### config.mk
export PLATFORM = sky130hd
export DESIGN_NAME = pc_sequencer
export DESIGN_NICKNAME = d
export VERILOG_FILES = /design/src/rtl/pc_sequencer.sv
export SDC_FILE = /design/constraint.sdc
export NUM_CORES = 1
export LEC_CHECK = 0
export BUFFER_PORTS_ARGS = -buffer_cell sky130_fd_sc_hd__buf_2
export CORE_MARGIN = 3
export CORE_UTILIZATION = 50
export CTS_CLUSTER_DIAMETER = 60
export DETAILED_ROUTE_END_ITERATION = 12
export PLACE_DENSITY = 0.69
export SLEW_MARGIN = 5
export SYNTH_ARGS = -nofsm -noshare
export SYNTH_HDL_FRONTEND = slang
export SYNTH_SLANG_ARGS = --single-unit
### constraint.sdc
create_clock -name clk -period 3 [get_ports clk]
set_input_delay 0.3 -clock clk [delete_from_list [all_inputs] [get_ports clk]]
set_output_delay 0.3 -clock clk [all_outputs]
set_load 0.02 [all_outputs]
### src/rtl/pc_sequencer.sv
// Fetch/program-flow controller: drives the ROM address, latches the instruction register and owns the return stack.
// Each transfer takes one cycle and costs one bubble; with en low, every register holds its value.
module pc_sequencer #(
  parameter int          ADDR_W      = 11,
  parameter int          STACK_DEPTH = 8,
  parameter logic [13:0] NOP_WORD    = 14'h0000
) (
  input  logic                         clk,
  input  logic                         rst,
  input  logic                         en,
  input  logic [13:0]                  rom_data,
  input  logic                         skip_cond,
  output logic [ADDR_W-1:0]            rom_addr,
  output logic [13:0]                  ir,
  output logic                         ir_valid,
  output logic [$clog2(STACK_DEPTH):0] stack_depth,
  output logic                         stack_ovf,
  output logic                         stack_unf
);

  localparam int                   SP_W      = $clog2(STACK_DEPTH);
  localparam int                   DEPTH_W   = SP_W + 1;
  localparam logic [DEPTH_W-1:0]   DEPTH_MAX = DEPTH_W'(STACK_DEPTH);
  localparam logic [DEPTH_W-1:0]   DEPTH_MIN = '0;

  logic [ADDR_W-1:0]  pc;
  logic [ADDR_W-1:0]  pc_seq;
  logic [ADDR_W-1:0]  pc_next;
  logic [ADDR_W-1:0]  pop_val;
  logic [ADDR_W-1:0]  stack_mem [STACK_DEPTH];
  logic [SP_W-1:0]    sp;
  logic [SP_W-1:0]    sp_inc;
  logic [SP_W-1:0]    sp_dec;
  logic [DEPTH_W-1:0] depth;

  logic op_goto;
  logic op_call;
  logic op_ret;
  logic op_skip;
  logic skip_taken;
  logic push;
  logic pop;
  logic flush;

  assign rom_addr    = pc;
  assign stack_depth = depth;

  // Only a real fetched word is decoded, so a bubble never starts a second transfer.
  always_comb begin
    op_goto    = ir_valid && (ir[13:11] == 3'b101);
    op_call    = ir_valid && (ir[13:11] == 3'b100);
    op_ret     = ir_valid && ((ir == 14'h0008) || (ir[13:10] == 4'b1101));
    op_skip    = ir_valid && ((ir[13:8] == 6'b001011) || (ir[13:8] == 6'b001111) ||
                              (ir[13:10] == 4'b0110)  || (ir[13:10] == 4'b0111));
    skip_taken = op_skip && skip_cond;
    push       = op_call;
    pop        = op_ret;
    flush      = op_goto || op_call || op_ret || skip_taken;
  end

  always_comb begin
    pc_seq  = pc + 1'b1;
    sp_inc  = sp + 1'b1;
    sp_dec  = sp - 1'b1;
    pop_val = stack_mem[sp_dec];
    pc_next = pc_seq;
    if (op_goto || op_call) begin
      pc_next = ir[ADDR_W-1:0];
    end else if (op_ret) begin
      pc_next = pop_val;
    end
  end

  always_ff @(posedge clk) begin
    if (rst) begin
      pc       <= '0;
      ir       <= NOP_WORD;
      ir_valid <= 1'b0;
    end else if (en) begin
      pc <= pc_next;
      if (flush) begin
        ir       <= NOP_WORD;
        ir_valid <= 1'b0;
      end else begin
        ir       <= rom_data;
        ir_valid <= 1'b1;
      end
    end
  end

  // Circular stack: overflow overwrites the oldest entry, underflow reads the wrapped slot.
  always_ff @(posedge clk) begin
    if (rst) begin
      sp        <= '0;
      depth     <= '0;
      stack_ovf <= 1'b0;
      stack_unf <= 1'b0;
    end else if (en) begin
      if (push) begin
        sp <= sp_inc;
        if (depth == DEPTH_MAX) begin
          stack_ovf <= 1'b1;
        end else begin
          depth <= depth + 1'b1;
        end
      end else if (pop) begin
        sp <= sp_dec;
        if (depth == DEPTH_MIN) begin
          stack_unf <= 1'b1;
        end else begin
          depth <= depth - 1'b1;
        end
      end
    end
  end

  // The pushed return address is the current pc, i.e. the CALL's own address + 1.
  always_ff @(posedge clk) begin
    if (!rst && en && push) begin
      stack_mem[sp] <= pc;
    end
  end

endmodule

* Word level (Yosys, flattened, before mapping)
Memory sizes are Yosys's and may differ from the RTL's.
Cells that the tools add are included.
** Cells by class
- Add/sub/neg operators :: 5
- Multipliers :: 0
- Div/mod/pow operators :: 0
- Magnitude comparators :: 0
- Eq/ne operators :: 11
- Shift-type cells :: 0
- Mux-type cells :: 12
- Bitwise operators :: 1
- Reductions and logical operators :: 21
** Operators by type and width (number)
- 11-bit two-way mux :: 2
- 4-bit two-way mux :: 4
- 14-bit by 4-bit == test with 1-bit output (second input constant) :: 1
- 14-bit two-way mux :: 1
- 6-bit by 4-bit == test with 1-bit output (second input constant) :: 2
- 11-bit by 1-bit adder with 11-bit output (second input constant) :: 1
- 4-bit by 3-bit == test with 1-bit output (second input constant) :: 2
- 4-bit == test (second input constant) :: 2
- 4-bit AND reduction :: 2
- 1-bit logical AND :: 7
- 1-bit logical OR :: 7
- 3-bit == test (second input constant) :: 2
- 3-bit two-way mux :: 2
- 4-bit by 1-bit adder with 4-bit output (second input constant) :: 1
- 4-bit logical NOT :: 1
- 2-bit inequality test (second input constant) :: 2
- 4-bit by 1-bit subtractor with 4-bit output (second input constant) :: 1
- 3-bit by 1-bit adder with 3-bit output (second input constant) :: 1
- 1-bit two-way mux :: 3
- 3-bit AND reduction :: 1
- 3-bit by 1-bit subtractor with 3-bit output (second input constant) :: 1
- 2-bit AND reduction :: 1
- 2-bit nonzero test :: 1
- 1-bit logical NOT :: 1
- 1-bit NOT :: 1
** Word-level totals
- Bits in registers :: 35
- Bits in latches :: 0
- Bits in writable memories :: 88
- Memory bits (read-only) :: 0
- Input bits :: 18
- Word-level logic and storage cells :: 58
- Memories :: 1
** Memories
- stack_mem :: depth 8, width 11, read ports 1, clocked after memory_dff 0, wr ports 1, line 30 : logic [ADDR_W-1:0] stack_mem [STACK_DEPTH];

* Logic depth before layout (Yosys ltp)
- Word-level depth :: 8
- Mapped depth :: 10

* Worst setup path before layout
OpenSTA, ideal clock, no wires.
- Path type :: register -> register
- Start :: reg ir_valid
- End :: mem stack_mem[1][0], enable pin
- Arrival :: 2226 ps
- Slack :: 381 ps
- Stages on the path, launching flop included :: 7
- Path buffers :: 1
- Path through :: dfxtp_1 > nor4bb_1 > buf_6 > inv_1 > nor3_1 > nand2_1 > nor3_1
** On the way
- Cells in the longest elaborated chain, start to end :: 4
** RTL lines
- from (decl) :: line 15 : output logic ir_valid,
- from (signal assigned) :: line 78 : ir_valid <= 1'b0;
- from (signal assigned) :: line 83 : ir_valid <= 1'b0;
- from (signal assigned) :: line 86 : ir_valid <= 1'b1;
- 1-bit logical AND :: line 51 : op_call = ir_valid && (ir[13:11] == 3'b100);
- 1-bit logical AND :: line 119 : if (!rst && en && push) begin
- 1-bit two-way mux :: line 119
- 1-bit two-way mux (implied by the code) :: line 120 : stack_mem[sp] <= pc;
- to (decl) :: line 30
No other way between the ends.

* Final worst setup path
- Start :: reg ir_valid
- End :: reg depth[3] (netlist: stack_depth[3])
** On the way
- Cells in the longest elaborated chain, start to end :: 3
** RTL lines
- 1-bit logical AND, on equally long branches :: line 51, 52
- 2-bit inequality test (no source line) / 2-bit nonzero test (equally long branches)
- 4-bit AND reduction (no source line)
- to (signal assigned) :: line 104 : depth <= depth + 1'b1;
- to (signal assigned) :: line 111 : depth <= depth - 1'b1;
- to (decl) :: line 34 : logic [DEPTH_W-1:0] depth;
Several ways; a longest one is shown, not always the timed one.
A chain may end at the register's enable or synchronous reset.

==> reports/summary.log <==
qor: grt.number_of_antenna_violations_at_the_first_check_in_global_routing 0
qor: finish.final_net_count 491
qor: worst_setup_path.timing_worst_setup_path_type flop to flop
qor: logic_synthesis.synth.yosys.seq_area_share 63.2%
qor: route.route.final.wire_length 12.2 mm
qor: worst_setup_path.critical_path.top_delay_family simple AND/OR/NAND/NOR gates
qor: placed_design.postPlaceCellArea 5810 µm²
qor: finish.area.growth.synth_to_final 21.3%
qor: logic_synthesis.synth_warnings 0
qor: clocking.post_cts.repair.setup_buffers 0
qor: clocking.cts.repair.resized 0
qor: worst_setup_path.crit_path_cell_trace nor4bb_1 > buf_4 > inv_1 > ha_1 > a21o_1 > a21oi_1 > xnor2_1 > or3_1 > a21oi_1
qor: finish.multiInputGateArea 1830 µm²
qor: placed_design.place_hpwl 8.14 mm
qor: sta.skew 0.00837 ns
qor: die.floorplan.die.width 109 µm
qor: route.routed-via-count 3606
qor: worst_setup_path.cpMostUsedCell sky130_fd_sc_hd__a21oi_1
qor: placed_design.quantity_of_i_o_buffers_inserted_on_ports 49
qor: power_and_ir_drop.power.ir.vdd_worst 302 µV
qor: die.start_util 52.7%
qor: power_and_ir_drop.power_per_cell_area 603 nW/µm²
qor: clocking.clkSlewWorstSetupHoldPaths 0.06 ns
qor: logic_synthesis.syn_avg_cell_area 13.8 µm²
qor: logic_synthesis.post_synth_instance_area 5290 µm²
qor: grt.globalRoute.totalOverflow 0
qor: power_and_ir_drop.leakage_power_figure 2.38 nW
qor: sta.maximum_operating_frequency 435 MHz
qor: die.pin_count 50
qor: worst_setup_path.critical_path.n_buffers_inverters 2
qor: logic_synthesis.synthFlopType sky130_fd_sc_hd__edfxtp_1
qor: route.routed_via_density 5.88
qor: die.die_height 109 µm
qor: logic_synthesis.synth-edff-count 88
qor: grt.first_pass_grt_wire_length 19.7 mm
qor: worst_setup_path.timing.critical_path.fanout_max 7
qor: finish.num-fill-cells 744
qor: sta.period_needed 2.30 ns
qor: power_and_ir_drop.power.switching 0.888 mW
qor: placed_design.routabilityCongestion 0.900
qor: power_and_ir_drop.p_clk_share 44.4%
qor: route.route.antenna.remaining_nets 0
qor: worst_setup_path.endpoint_kind flop
qor: finish.total_area_of_sequential_cells 3340 µm²
qor: route.detail_route.wl_per_cell 19.8 µm
qor: sta.fin_crit_sh 76.5%
qor: worst_hold_path.type_of_the_worst_min_delay_path primary input to flop
qor: logic_synthesis.synth.lib_cells_used.distinct 54
qor: power_and_ir_drop.switching_share 22.9%
qor: logic_synthesis.synthesis_stage_register_bit_count 123
qor: logic_synthesis.post_synth_inst_count 383
qor: logic_synthesis.share_of_flip_flops_with_an_asynchronous_set_or_reset 0%
qor: power_and_ir_drop.power.share.sequential 49.2%
qor: grt.grt_start_max_net_pins 42
qor: worst_setup_path.worst_path_max_delay_cell sky130_fd_sc_hd__dfxtp_1
qor: clocking.htree_num_levels 4
qor: worst_setup_path.critical_path.startpoint_type flop
qor: sta.slew-limit-headroom 47.9%
qor: finish.n_antenna_cell 0
qor: route.drt_iter0_markers 337
qor: power_and_ir_drop.pwr-share-comb 6.4%
qor: clocking.clock_tree_from_tritoncts done
qor: finish.layout-drive-gt1-share 28.5%
qor: sta.final-max-slew-violation-count 0
qor: die.floorplan.rows 36
qor: sta.worst_hold_slack 0.0268 ns
qor: job.maxCapViolCount 0
qor: power_and_ir_drop.internal_power 2.98 mW
qor: sta.rsz0062_at_grt no
qor: sta.hold_violation_total_from_the_final_report 0
qor: clocking.numClockSinks 123
qor: status.status finished clean
qor: logic_synthesis.mappedNetlistNets 407
qor: grt.groute.usage.overall 22.9%
qor: clocking.cts-buffers-inserted 17
qor: clocking.clockRootBuffer sky130_fd_sc_hd__clkbuf_8
qor: die.fp.coreArea 10000 µm²
qor: sta.worstMarginPinSlew 0.779 ns
qor: grt.first_global_vias 3544
qor: route.first_pass_iteration_count_of_the_detailed_router 5
qor: clocking.clk_latency 0.52 ns
qor: sta.setup_total_negative_slack 0 ns
qor: clocking.post_cts_hold_buffer_count 10
qor: worst_setup_path.cp_data_required_time 3.45 ns
qor: die.design.die.area 11900 µm²
qor: worst_setup_path.longest_individual_stage_delay_on_the_worst_path 0.43 ns
qor: worst_setup_path.worst_ep_arrival_time 2.74 ns
qor: sta.setup-violations-final 0
qor: route.detail_route.drc_violations 0
qor: clocking.clock_tree.buffer_depth 2
qor: finish.finalInstanceArea 6420 µm²
[registers in the layout, summed over array words and instances, names as in the netlist]
signal       cells
ir              14
ir_valid         1
rom_addr        11
sp               3
stack_depth      4
stack_mem       88
stack_ovf        1
stack_unf        1
[metal layers]
layer  track usage, %  part of all wire [%]
met4             8.30                   1.5
met2             33.4                    47
met1             33.0                    44
met3             6.34                   6.9
met5                0                     0
[stage by stage]
stage,setup slack (ns),std cells,total power [mW],util [%]
after floorplan,0.381,383,2.08,-
after global placement,0.801,571,2.17,57.8
after detailed placement,0.703,571,2.18,57.8
after CTS,0.679,613,3.91,63.9
after global routing,0.495,613,4.02,63.9
final,0.704,613,3.87,63.9
[layout by cell type (no fill, tap or decap), types with 2 or more instances in the layout]
master,instances
sky130_fd_sc_hd__edfxtp_1,88
sky130_fd_sc_hd__buf_2,49
sky130_fd_sc_hd__nor2_1,44
sky130_fd_sc_hd__dfxtp_1,35
sky130_fd_sc_hd__nand2_1,31
sky130_fd_sc_hd__buf_4,26
sky130_fd_sc_hd__mux4_2,22
sky130_fd_sc_hd__clkbuf_16,16
sky130_fd_sc_hd__a22oi_1,14
sky130_fd_sc_hd__a21oi_1,12
sky130_fd_sc_hd__nor3_1,11
sky130_fd_sc_hd__dlygate4sd3_1,10
sky130_fd_sc_hd__xor2_1,9
sky130_fd_sc_hd__o21ai_0,8
sky130_fd_sc_hd__inv_1,7
sky130_fd_sc_hd__xnor2_1,7
sky130_fd_sc_hd__nand3_1,6
sky130_fd_sc_hd__and3_1,6
sky130_fd_sc_hd__clkinv_2,6
sky130_fd_sc_hd__a211oi_1,5
sky130_fd_sc_hd__ha_1,5
sky130_fd_sc_hd__a2111oi_0,4
sky130_fd_sc_hd__a21o_1,4
sky130_fd_sc_hd__mux2i_1,4
sky130_fd_sc_hd__nand4_1,3
sky130_fd_sc_hd__a31oi_1,3
sky130_fd_sc_hd__clkbuf_1,3
sky130_fd_sc_hd__clkinv_4,3
sky130_fd_sc_hd__nor4b_2,2
sky130_fd_sc_hd__nor4_1,2
sky130_fd_sc_hd__nand3b_1,2
sky130_fd_sc_hd__o221ai_1,2
sky130_fd_sc_hd__o22ai_1,2
sky130_fd_sc_hd__a311oi_1,2
sky130_fd_sc_hd__clkbuf_8,2
[synthesized netlist by cell type (all sizes together), types with 6 or more instances]
master,number,area [µm²]
nand3,6,30.0
buf,9,48.8
edfxtp,88,2640
mux4,22,495
nand2,31,116
a21oi,12,60.1
inv,7,26.3
and3,6,37.5
clkbuf,11,41.3
o21ai,8,40.0
nor2,44,165
a22oi,14,105
xnor2,7,61.3
xor2,9,78.8
nor3,11,55.1
dfxtp,35,701
[kinds of logic after synthesis]
group                      count (synthesis)  share of synthesized area [%]
and+or+nand+nor                          120                           11.4
adders and majority gates                  6                           1.56
AOI/OAI and AO/OA                         63                           8.37
DFF                                      123                           63.2
xor gates and xnor gates                  16                           2.65
muxes                                     28                           10.6
buffers and inverters                     27                           2.20
[cell type report]
type                            count  area share, %
Clock inverter                     11           1.13
Sequential cell                   123           52.1
Inverter                            7          0.409
Timing Repair Buffer               85           8.42
Clock buffer                       21           6.84
Multi-Input combinational cell    233           28.5
Tap cell                          133           2.59
[power groups by stage]
stage / clock network [mW] / logic [mW] / registers [mW]
6_report: 1.72 / 0.248 / 1.91
5_1_grt: 1.84 / 0.272 / 1.91
4_1_cts: 1.76 / 0.248 / 1.91
3_5_place_dp: 0 / 0.236 / 1.94
3_3_place_gp: 0 / 0.233 / 1.94
2_1_floorplan: 0 / 0.120 / 1.96
[tightest hold or removal path: stages]
cell                      delay, ns
sky130_fd_sc_hd__buf_2         0.08
sky130_fd_sc_hd__a22oi_1       0.05
sky130_fd_sc_hd__nor2_1        0.08
[worst paths after layout]
check / start / cells after the start / slack (ns) / to
max: ir_valid / 9 / 0.70 / stack_depth[3]
min: rom_data[11] / 3 / 0.03 / ir[11]
max reg2reg: ir_valid / 9 / 0.70 / stack_depth[3]
min reg2reg: stack_unf / 2 / 0.47 / stack_unf
No activity file was read; power rests on OpenSTA's default activity.
